## src/rtl/usb_token_sched.sv

```systemverilog
//------------------------------------------------------------------------------
// Module   : usb_token_sched (+ usb_crc5_11)
// Brief    : Host USB token scheduler: builds SOF/OUT/IN/SETUP tokens with
//            CRC5, periodic SOF timer, end-of-frame guard. Optional token
//            counter enabled by `define USB_TOKEN_SCHED_STATS_EN.
// Revision : 1.0
//------------------------------------------------------------------------------
`default_nettype none

module usb_crc5_11 (
    input  logic [10:0] data_in,
    output logic [4:0]  result
);
    logic [4:0] w_lfsr;

    always_comb begin
        w_lfsr = 5'h1f;
        for (int i = 0; i < 11; i++) begin
            if (data_in[i] ^ w_lfsr[4])
                w_lfsr = {w_lfsr[3:0], 1'b0} ^ 5'h05;
            else
                w_lfsr = {w_lfsr[3:0], 1'b0};
        end
        // Inverted and bit-reversed so result[0] is the first CRC bit on the wire
        result = ~{w_lfsr[0], w_lfsr[1], w_lfsr[2], w_lfsr[3], w_lfsr[4]};
    end
endmodule

module usb_token_sched #(
    parameter int SOF_PERIOD = 48000,
    parameter int GUARD      = 64
) (
    input  logic        clk,
    input  logic        rst_n,
    input  logic        sof_en,
    input  logic        req_valid,
    output logic        req_ready,
    input  logic [1:0]  req_pid,
    input  logic [6:0]  req_addr,
    input  logic [3:0]  req_endp,
    output logic        tx_valid,
    input  logic        tx_ready,
    output logic [7:0]  tx_data,
    output logic        tx_last,
    output logic [10:0] frame_num,
    output logic        sof_pulse,
    output logic        busy,
    output logic [15:0] tok_count
);
    localparam int CNT_W = $clog2(SOF_PERIOD);
    localparam logic [CNT_W-1:0] C_CNT_LOAD  = CNT_W'(SOF_PERIOD - 1);
    localparam logic [CNT_W-1:0] C_GUARD     = CNT_W'(GUARD);
    localparam logic [7:0]       C_PID_OUT   = 8'hE1;
    localparam logic [7:0]       C_PID_IN    = 8'h69;
    localparam logic [7:0]       C_PID_SETUP = 8'h2D;
    localparam logic [7:0]       C_PID_SOF   = 8'hA5;

    typedef enum logic [1:0] {
        S_IDLE = 2'd0,
        S_PID  = 2'd1,
        S_B1   = 2'd2,
        S_B2   = 2'd3
    } state_t;

    state_t           r_state;
    state_t           w_state_nxt;
    logic [CNT_W-1:0] r_cnt;
    logic             r_sof_pending;
    logic             r_is_sof;
    logic [10:0]      r_f;
    logic [10:0]      r_frame_num;
    logic [7:0]       r_tx_data;
    logic             r_tx_valid;
    logic             r_tx_last;
    logic             r_sof_pulse;
    logic [4:0]       w_crc;
    logic [7:0]       w_req_pid_byte;
    logic             w_idle;
    logic             w_guard;
    logic             w_sof_start;
    logic             w_req_acc;
    logic             w_hs;
    logic             w_tok_done;
    logic             w_sof_done;

    usb_crc5_11 u_crc (
        .data_in (r_f),
        .result  (w_crc)
    );

    assign w_idle      = (r_state == S_IDLE);
    assign w_guard     = sof_en && (r_cnt < C_GUARD);
    assign w_sof_start = w_idle && r_sof_pending;
    assign req_ready   = rst_n && w_idle && !r_sof_pending && !w_guard;
    assign w_req_acc   = req_valid && req_ready;
    assign w_hs        = r_tx_valid && tx_ready;
    assign w_tok_done  = (r_state == S_B2) && w_hs;
    assign w_sof_done  = w_tok_done && r_is_sof;
    assign busy        = !w_idle;

    assign tx_valid  = r_tx_valid;
    assign tx_data   = r_tx_data;
    assign tx_last   = r_tx_last;
    assign frame_num = r_frame_num;
    assign sof_pulse = r_sof_pulse;

    always_comb begin
        case (req_pid)
            2'b01:   w_req_pid_byte = C_PID_IN;
            2'b10:   w_req_pid_byte = C_PID_SETUP;
            default: w_req_pid_byte = C_PID_OUT;
        endcase
    end

    always_ff @(posedge clk or negedge rst_n) begin
        if (!rst_n)
            r_state <= S_IDLE;
        else
            r_state <= w_state_nxt;
    end

    always_comb begin
        w_state_nxt = r_state;
        case (r_state)
            S_IDLE:  if (w_sof_start || w_req_acc) w_state_nxt = S_PID;
            S_PID:   if (w_hs) w_state_nxt = S_B1;
            S_B1:    if (w_hs) w_state_nxt = S_B2;
            S_B2:    if (w_hs) w_state_nxt = S_IDLE;
            default: w_state_nxt = S_IDLE;
        endcase
    end

    // Output byte register: loaded one state ahead so tx_data is registered
    always_ff @(posedge clk or negedge rst_n) begin
        if (!rst_n) begin
            r_f         <= '0;
            r_is_sof    <= 1'b0;
            r_tx_data   <= '0;
            r_tx_valid  <= 1'b0;
            r_tx_last   <= 1'b0;
            r_sof_pulse <= 1'b0;
            r_frame_num <= '0;
        end else begin
            r_sof_pulse <= w_sof_done;
            case (r_state)
                S_IDLE: begin
                    if (w_sof_start) begin
                        r_f        <= r_frame_num;
                        r_is_sof   <= 1'b1;
                        r_tx_data  <= C_PID_SOF;
                        r_tx_valid <= 1'b1;
                    end else if (w_req_acc) begin
                        r_f        <= {req_endp, req_addr};
                        r_is_sof   <= 1'b0;
                        r_tx_data  <= w_req_pid_byte;
                        r_tx_valid <= 1'b1;
                    end
                end
                S_PID: if (w_hs) r_tx_data <= r_f[7:0];
                S_B1: begin
                    if (w_hs) begin
                        r_tx_data <= {w_crc, r_f[10:8]};
                        r_tx_last <= 1'b1;
                    end
                end
                S_B2: begin
                    if (w_hs) begin
                        r_tx_valid <= 1'b0;
                        r_tx_last  <= 1'b0;
                    end
                end
                default: ;
            endcase
            if (w_sof_done)
                r_frame_num <= r_frame_num + 11'd1;
        end
    end

    // A wrap with an SOF already owed simply keeps the single pending flag
    always_ff @(posedge clk or negedge rst_n) begin
        if (!rst_n) begin
            r_cnt         <= C_CNT_LOAD;
            r_sof_pending <= 1'b0;
        end else if (!sof_en) begin
            r_cnt         <= C_CNT_LOAD;
            r_sof_pending <= 1'b0;
        end else if (r_cnt == '0) begin
            r_cnt         <= C_CNT_LOAD;
            r_sof_pending <= 1'b1;
        end else begin
            r_cnt <= r_cnt - CNT_W'(1);
            if (w_sof_done)
                r_sof_pending <= 1'b0;
        end
    end

`ifdef USB_TOKEN_SCHED_STATS_EN
    logic [15:0] r_tok_count;

    always_ff @(posedge clk or negedge rst_n) begin
        if (!rst_n)
            r_tok_count <= '0;
        else if (w_tok_done && (r_tok_count != 16'hFFFF))
            r_tok_count <= r_tok_count + 16'd1;
    end

    assign tok_count = r_tok_count;
`else
    assign tok_count = 16'd0;
`endif

endmodule

`default_nettype wire

```

## config.mk

```make
export PLATFORM = sky130hd
export DESIGN_NAME = usb_token_sched
export DESIGN_NICKNAME = d
export VERILOG_FILES = /design/src/rtl/usb_token_sched.sv
export SDC_FILE = /design/constraint.sdc
export NUM_CORES = 1
export LEC_CHECK = 0
export ABC_AREA = 1
export BUFFER_PORTS_ARGS = -buffer_cell sky130_fd_sc_hd__buf_4
export CAP_MARGIN = 5
export CORE_UTILIZATION = 41
export CTS_CLUSTER_DIAMETER = 30
export DETAILED_ROUTE_END_ITERATION = 10
export GPL_TIMING_DRIVEN = 0
export PLACE_DENSITY_LB_ADDON = 0.08
export SLEW_MARGIN = 30
export SYNTH_ARGS = -nofsm -noshare
export SYNTH_HDL_FRONTEND = slang
export SYNTH_SLANG_ARGS = --single-unit
```

## constraint.sdc

```tcl
create_clock -name clk -period 1.9 [get_ports clk]
set_clock_uncertainty 0.2 [all_clocks]
set_input_delay 0.285 -clock clk [delete_from_list [all_inputs] [get_ports clk]]
set_output_delay 0.285 -clock clk [all_outputs]
set_load 0.02 [all_outputs]
```

* Word level (Yosys, flattened, before mapping)
Index checks and enable logic that the tools add are counted.
** Cells by class
- Equal/unequal tests :: 11
- Mux-type cells :: 37
- Reductions and logical operators :: 24
- $lt $le $gt $ge :: 1
- Bitwise gates (word level) :: 21
- Add/sub/neg operators :: 2
** Operator list (number)
- 3-bit 2-to-1 mux :: 11
- 16-bit 2-to-1 mux :: 2
- 8-bit 2-to-1 mux :: 4
- 8-bit case mux with 3 select lines :: 1
- 11-bit 2-to-1 mux :: 2
- 2-bit NOT :: 10
- 16-bit logical NOT :: 1
- 16-bit by 7-bit < comparator with 1-bit output (second input constant) :: 1
- 8-bit case mux with 2 select lines :: 1
- 16-bit by 1-bit subtractor with 16-bit output (second input constant) :: 1
- 11-bit by 1-bit adder with 11-bit output (second input constant) :: 1
- 1-bit logical AND :: 9
- 1-bit 2-to-1 mux :: 9
- 2-bit 2-to-1 mux :: 4
- 2-bit case mux with 4 select lines :: 1
- 4-bit AND reduction :: 2
- 1-bit bitwise XOR :: 8
- 2-bit equality test (second input constant) :: 3
- 2-bit != test (second input constant) :: 3
- 3-bit by 1-bit != test with 1-bit output (second input constant) :: 2
- 3-bit AND reduction :: 2
- 2-bit nonzero test :: 3
- 5-bit NOT :: 1
- 2-bit by 1-bit equality test with 1-bit output (second input constant) :: 2
- 8 further kinds :: 12
** Storage, ports and cells
- Output and inout bits :: 40
- Register bits :: 53
- Bits of input ports :: 18

* Longest topological paths before layout
- Word-level depth :: 24
- Mapped depth :: 14

* By module
A second synthesis with hierarchy kept.
** Unflattened totals
- Cells, all modules :: 427
- Area total of the unflattened synthesis :: 3303.2 sq um
** By module, submodules not included
- usb_token_sched :: sequential area each 1342.5 sq um, area each 2986.6 sq um, cells each 366, times used 1
- usb_crc5_11 :: sequential area each 0.0 sq um, area each 316.6 sq um, cells each 61, times used 1

* Worst setup path before layout
No wires, ideal clock.
- Kind :: register -> register
- Start point :: reg r_state[0]
- End point :: reg r_f[7]
- Stages on the path, launching flop included :: 10
- Period minus slack after synthesis :: 1.872 ns
- Data required time :: 1.618 ns
- Buffers on the path :: 1
- Arrival :: 1.590 ns
- Path slack :: 0.028 ns
- Cell sequence :: dfrtp_1 > inv_1 > ha_1 > inv_1 > nor2_1 > nand4_2 > nand2_1 > buf_2 > nor2_1 > a31oi_1
** Between the ends
- Longest elaborated chain between the ends :: 7
** RTL lines
- start: declaration :: RTL line 65 : state_t r_state;
- start signal: assignment :: RTL line 119 : r_state <= w_state_nxt;
- 2-bit logical NOT (*) :: RTL line 91, 145
- 1-bit logical AND (3 in a row) :: RTL line 94 : assign req_ready = rst_n && w_idle && !r_sof_pending && !w_guard;
- 1-bit logical AND :: RTL line 95 : assign w_req_acc = req_valid && req_ready;
- 2-bit nonzero test (no line)
- 2-bit AND reduction (no line)
- end signal: assignment :: RTL line 148 : r_f <= r_frame_num;
- end signal: assignment :: RTL line 153 : r_f <= {req_endp, req_addr};
- end: declaration :: RTL line 70 : logic [10:0] r_f;
Every way passes the cells marked *; elsewhere a longest branch is shown, timed or not.
A chain may end at the register's enable or synchronous reset.

* Worst setup path after layout
- Start point :: reg r_state[0]
- End point :: out req_ready
** Between the ends
- Longest elaborated chain between the ends :: 4
** RTL lines
- 2-bit logical NOT :: RTL line 91 : assign w_idle = (r_state == S_IDLE);
- 1-bit logical AND (3 in a row) :: RTL line 94
- end: declaration :: RTL line 37 : output logic req_ready,
No other way between the ends.

==> out/results.tsv <==
stage	metric	value	unit
synth	ys_async_sr_fraction	100	%
synth	synth-seq-area-share	43.3	%
critical_path	end_kind	primary output	
cts	htreeDepth	2	
drt	vias	2676	
grt	overflow	0	
timing	hold_slack	-199	ps
placement	hpwl	4880	um
synth	netlist.area_leader.share	32.3	%
drt	postRouteAntennaNets	0	
power	ir_drop	484	uV
finish	area_delta_synth_final	29.5	%
finish	drive_gt1_share	32.0	%
synth	synthTopCellsByArea	dfrtp_1 (32%), nand2_1 (13%), dfstp_2 (11%)	
grt	grt_pass1_vias	2465	
critical_path	required	1410	ps
timing	finalHoldViolations	40	
flow_run	drv_cap	0	
synth	ys_seq_elements	53	
die	die_w	88.9	um
synth	syn_area	3100	sq um
die	initial_core_util	42.5	%
timing	setup_viol	1	
drt	dr.pass1.iters	4	
grt	grt_first_pass_wirelength	11000	um
synth	synth_top_area_cell	dfrtp_1	
finish	multi_input_area	1620	sq um
grt	track_usage	18.1	%
grt	grt_antenna_before_repair	0	
timing	max_clock_freq	512	MHz
synth	synth-edff-count	0	
drt	post-route-drc-count	0	
placement	gp_congestion	0.824	
finish	layout_common_cells	nand2_1 (103), buf_4 (78), inv_1 (44), dfrtp_1 (39), nand3_1 (29)	
cts	clkTransAtPathRegs	100	ps
die	io_pins	58	
synth	syn_avg_cell_area	7.79	sq um
timing	rsz0062_at_grt	true	
cts	numCtsBuffers	5	
worst_hold_path	min_path_type	in2async	
cts	cts_buffer_depth	2	
synth	synth_cell_types	35	
critical_path	critPathArrivalTime	1470	ps
finish	nets	510	
finish	n_antenna_cell	0	
run_status	status	finished, violations left	
timing	worst_slack	-52.5	ps
power	p_per_area	1310	nW/um^2
finish	nFillCells	716	
power	p_leak	2.08	nW
drt	drt_iter0_markers	99	
drt	wl_per_cell	11.5	um
placement	io_buffers	41	
grt	grt_max_degree	56	
drt	finalWirelength	6700	um
die	rows	31	
drt	via_per_inst	4.61	
finish	layoutNonFillerInstCount	581	
timing	slew_headroom	52.8	%
critical_path	worstSetupPathType	reg2out	
timing	fin_tns_setup	-52.5	ps
die	coreArea	7290	sq um
synth	syn_inst	398	
timing	period_share	103	%
cts	cts_tree	yes	
timing	slew_viol_final	0	
run_status	violations	negative hold slack, negative setup slack	
timing	period_minus_slack	1950	ps
die	die_h	88.9	um
cts	worstSkewPairLatency	310	ps
cts	clock-sinks	53	
timing	worst_slew_pin_slew	708	ps
placement	dp.cells	553	
finish	final_common_cell	nand2_1	
synth	ys.warnings.count	0	
critical_path	crit_path_start_kind	register	
die	dieArea	7910	sq um
cts	cts_root_buffer	clkbuf_8	
finish	seq_area	1340	sq um
synth	ys.flop_type	dfrtp_1	
critical_path	critical_path.max_fanout	3	
-- state kept, by name, indices dropped and copies added, names as in the netlist --
register       count
r_state            2
sof_pulse          1
frame_num         11
r_is_sof           1
r_sof_pending      1
tx_valid           1
r_f               11
tx_last            1
tx_data            8
r_cnt             16
-- cell families (layout without fill, tap and decap cells) --
logic type               Yosys count  in the layout  synth area share (%)
AND/OR/NAND/NOR                  194            194                  27.5
buffers and inverters             73            142                  11.2
flip-flops                        53             53                  43.3
XOR/XNOR                          18             18                  5.09
AO/OA/AOI/OAI                     48             48                  8.36
other                              1             16                 0.121
adder cells (fa/ha/maj)           11             11                  4.44
-- power by group --
group / leakage [nW] / switching [mW] / total [mW] / internal, mW
logic: 1.42 / 1.72 / 2.98 / 1.26
registers: 0.616 / 0.244 / 1.64 / 1.40
clock network: 0.0385 / 0.368 / 0.630 / 0.262
total: 2.08 / 2.33 / 5.25 / 2.93
-- per-layer routing --
layer	share of wire (%)	global-route usage (%)	up-vias
li1	-	-	1390
met1	49	24.9	1216
met2	46	29.9	62
met3	3.6	2.86	8
met4	1.3	5.19	0
met5	0	0	-
-- metrics by stage --
| stage | hold slack (ps) | worst slack (ps) | cell area (sq um) | util (%) | power, mW |
|---|---|---|---|---|---|
| 2_1_floorplan | -211 | 27.8 | 3160 | - | 3.47 |
| 3_3_place_gp | 187 | -232 | 3590 | 49.2 | 4.10 |
| 3_5_place_dp | 180 | -265 | 3590 | 49.2 | 4.13 |
| 4_1_cts | -160 | -60.2 | 3810 | 52.2 | 5.00 |
| 5_1_grt | -113 | -115 | 4010 | 55.0 | 5.79 |
| 6_report | -199 | -52.5 | 4010 | 55.0 | 5.25 |
-- cell usage after synthesis (all sizes together), types with 2 or more instances --
| library cell | instances |
|---|---|
| nor3 | 4 |
| a21oi | 13 |
| ha | 11 |
| dfstp | 13 |
| inv | 50 |
| o21ai | 27 |
| and3 | 2 |
| buf | 22 |
| a31oi | 5 |
| nor2 | 39 |
| xor2 | 16 |
| nand2 | 113 |
| nand4 | 2 |
| nand3 | 30 |
| xnor2 | 2 |
| nand3b | 2 |
| dfrtp | 40 |
-- worst paths after layout --
kind                                  start  cells past startpoint  slack (ps)      endpoint
max in group asynchronous             rst_n                      1        1180        r_f[0]
worst min register to register     r_cnt[0]                      1         270      r_cnt[0]
min in group clk                req_addr[3]                      3          50        r_f[3]
worst min-delay path                  rst_n                      1        -200    r_state[1]
worst max register to register   r_state[0]                      9          10  frame_num[9]
worst max-delay path             r_state[0]                      6         -50     req_ready
-- layout make-up --
class                      instances  share of cell area (%)
sequential                        53                    33.5
tap                               99                    3.09
multi-input combinational        287                    40.5
buffer                            22                    4.24
clock buffer                       7                    1.90
timing repair buffer              62                    11.9
clock inverter                     1                   0.187
inverter                          50                    4.74
-- worst max-delay path: stages, from the launching register on --
cell and delay, ps:
dfrtp_1 430, inv_2 100, ha_4 150, inv_4 40, nor2_4 130, and3_4 200
buf_6 110
-- timing repair --
item,in CTS,in global routing
gates cloned,0,1
pin swaps,3,6
endpoints found under the setup margin,31,30
setup buffers,8,12
hold endpoints to repair,40,40
gates resized for setup,24,35
(Power assumes the default switching activity.)
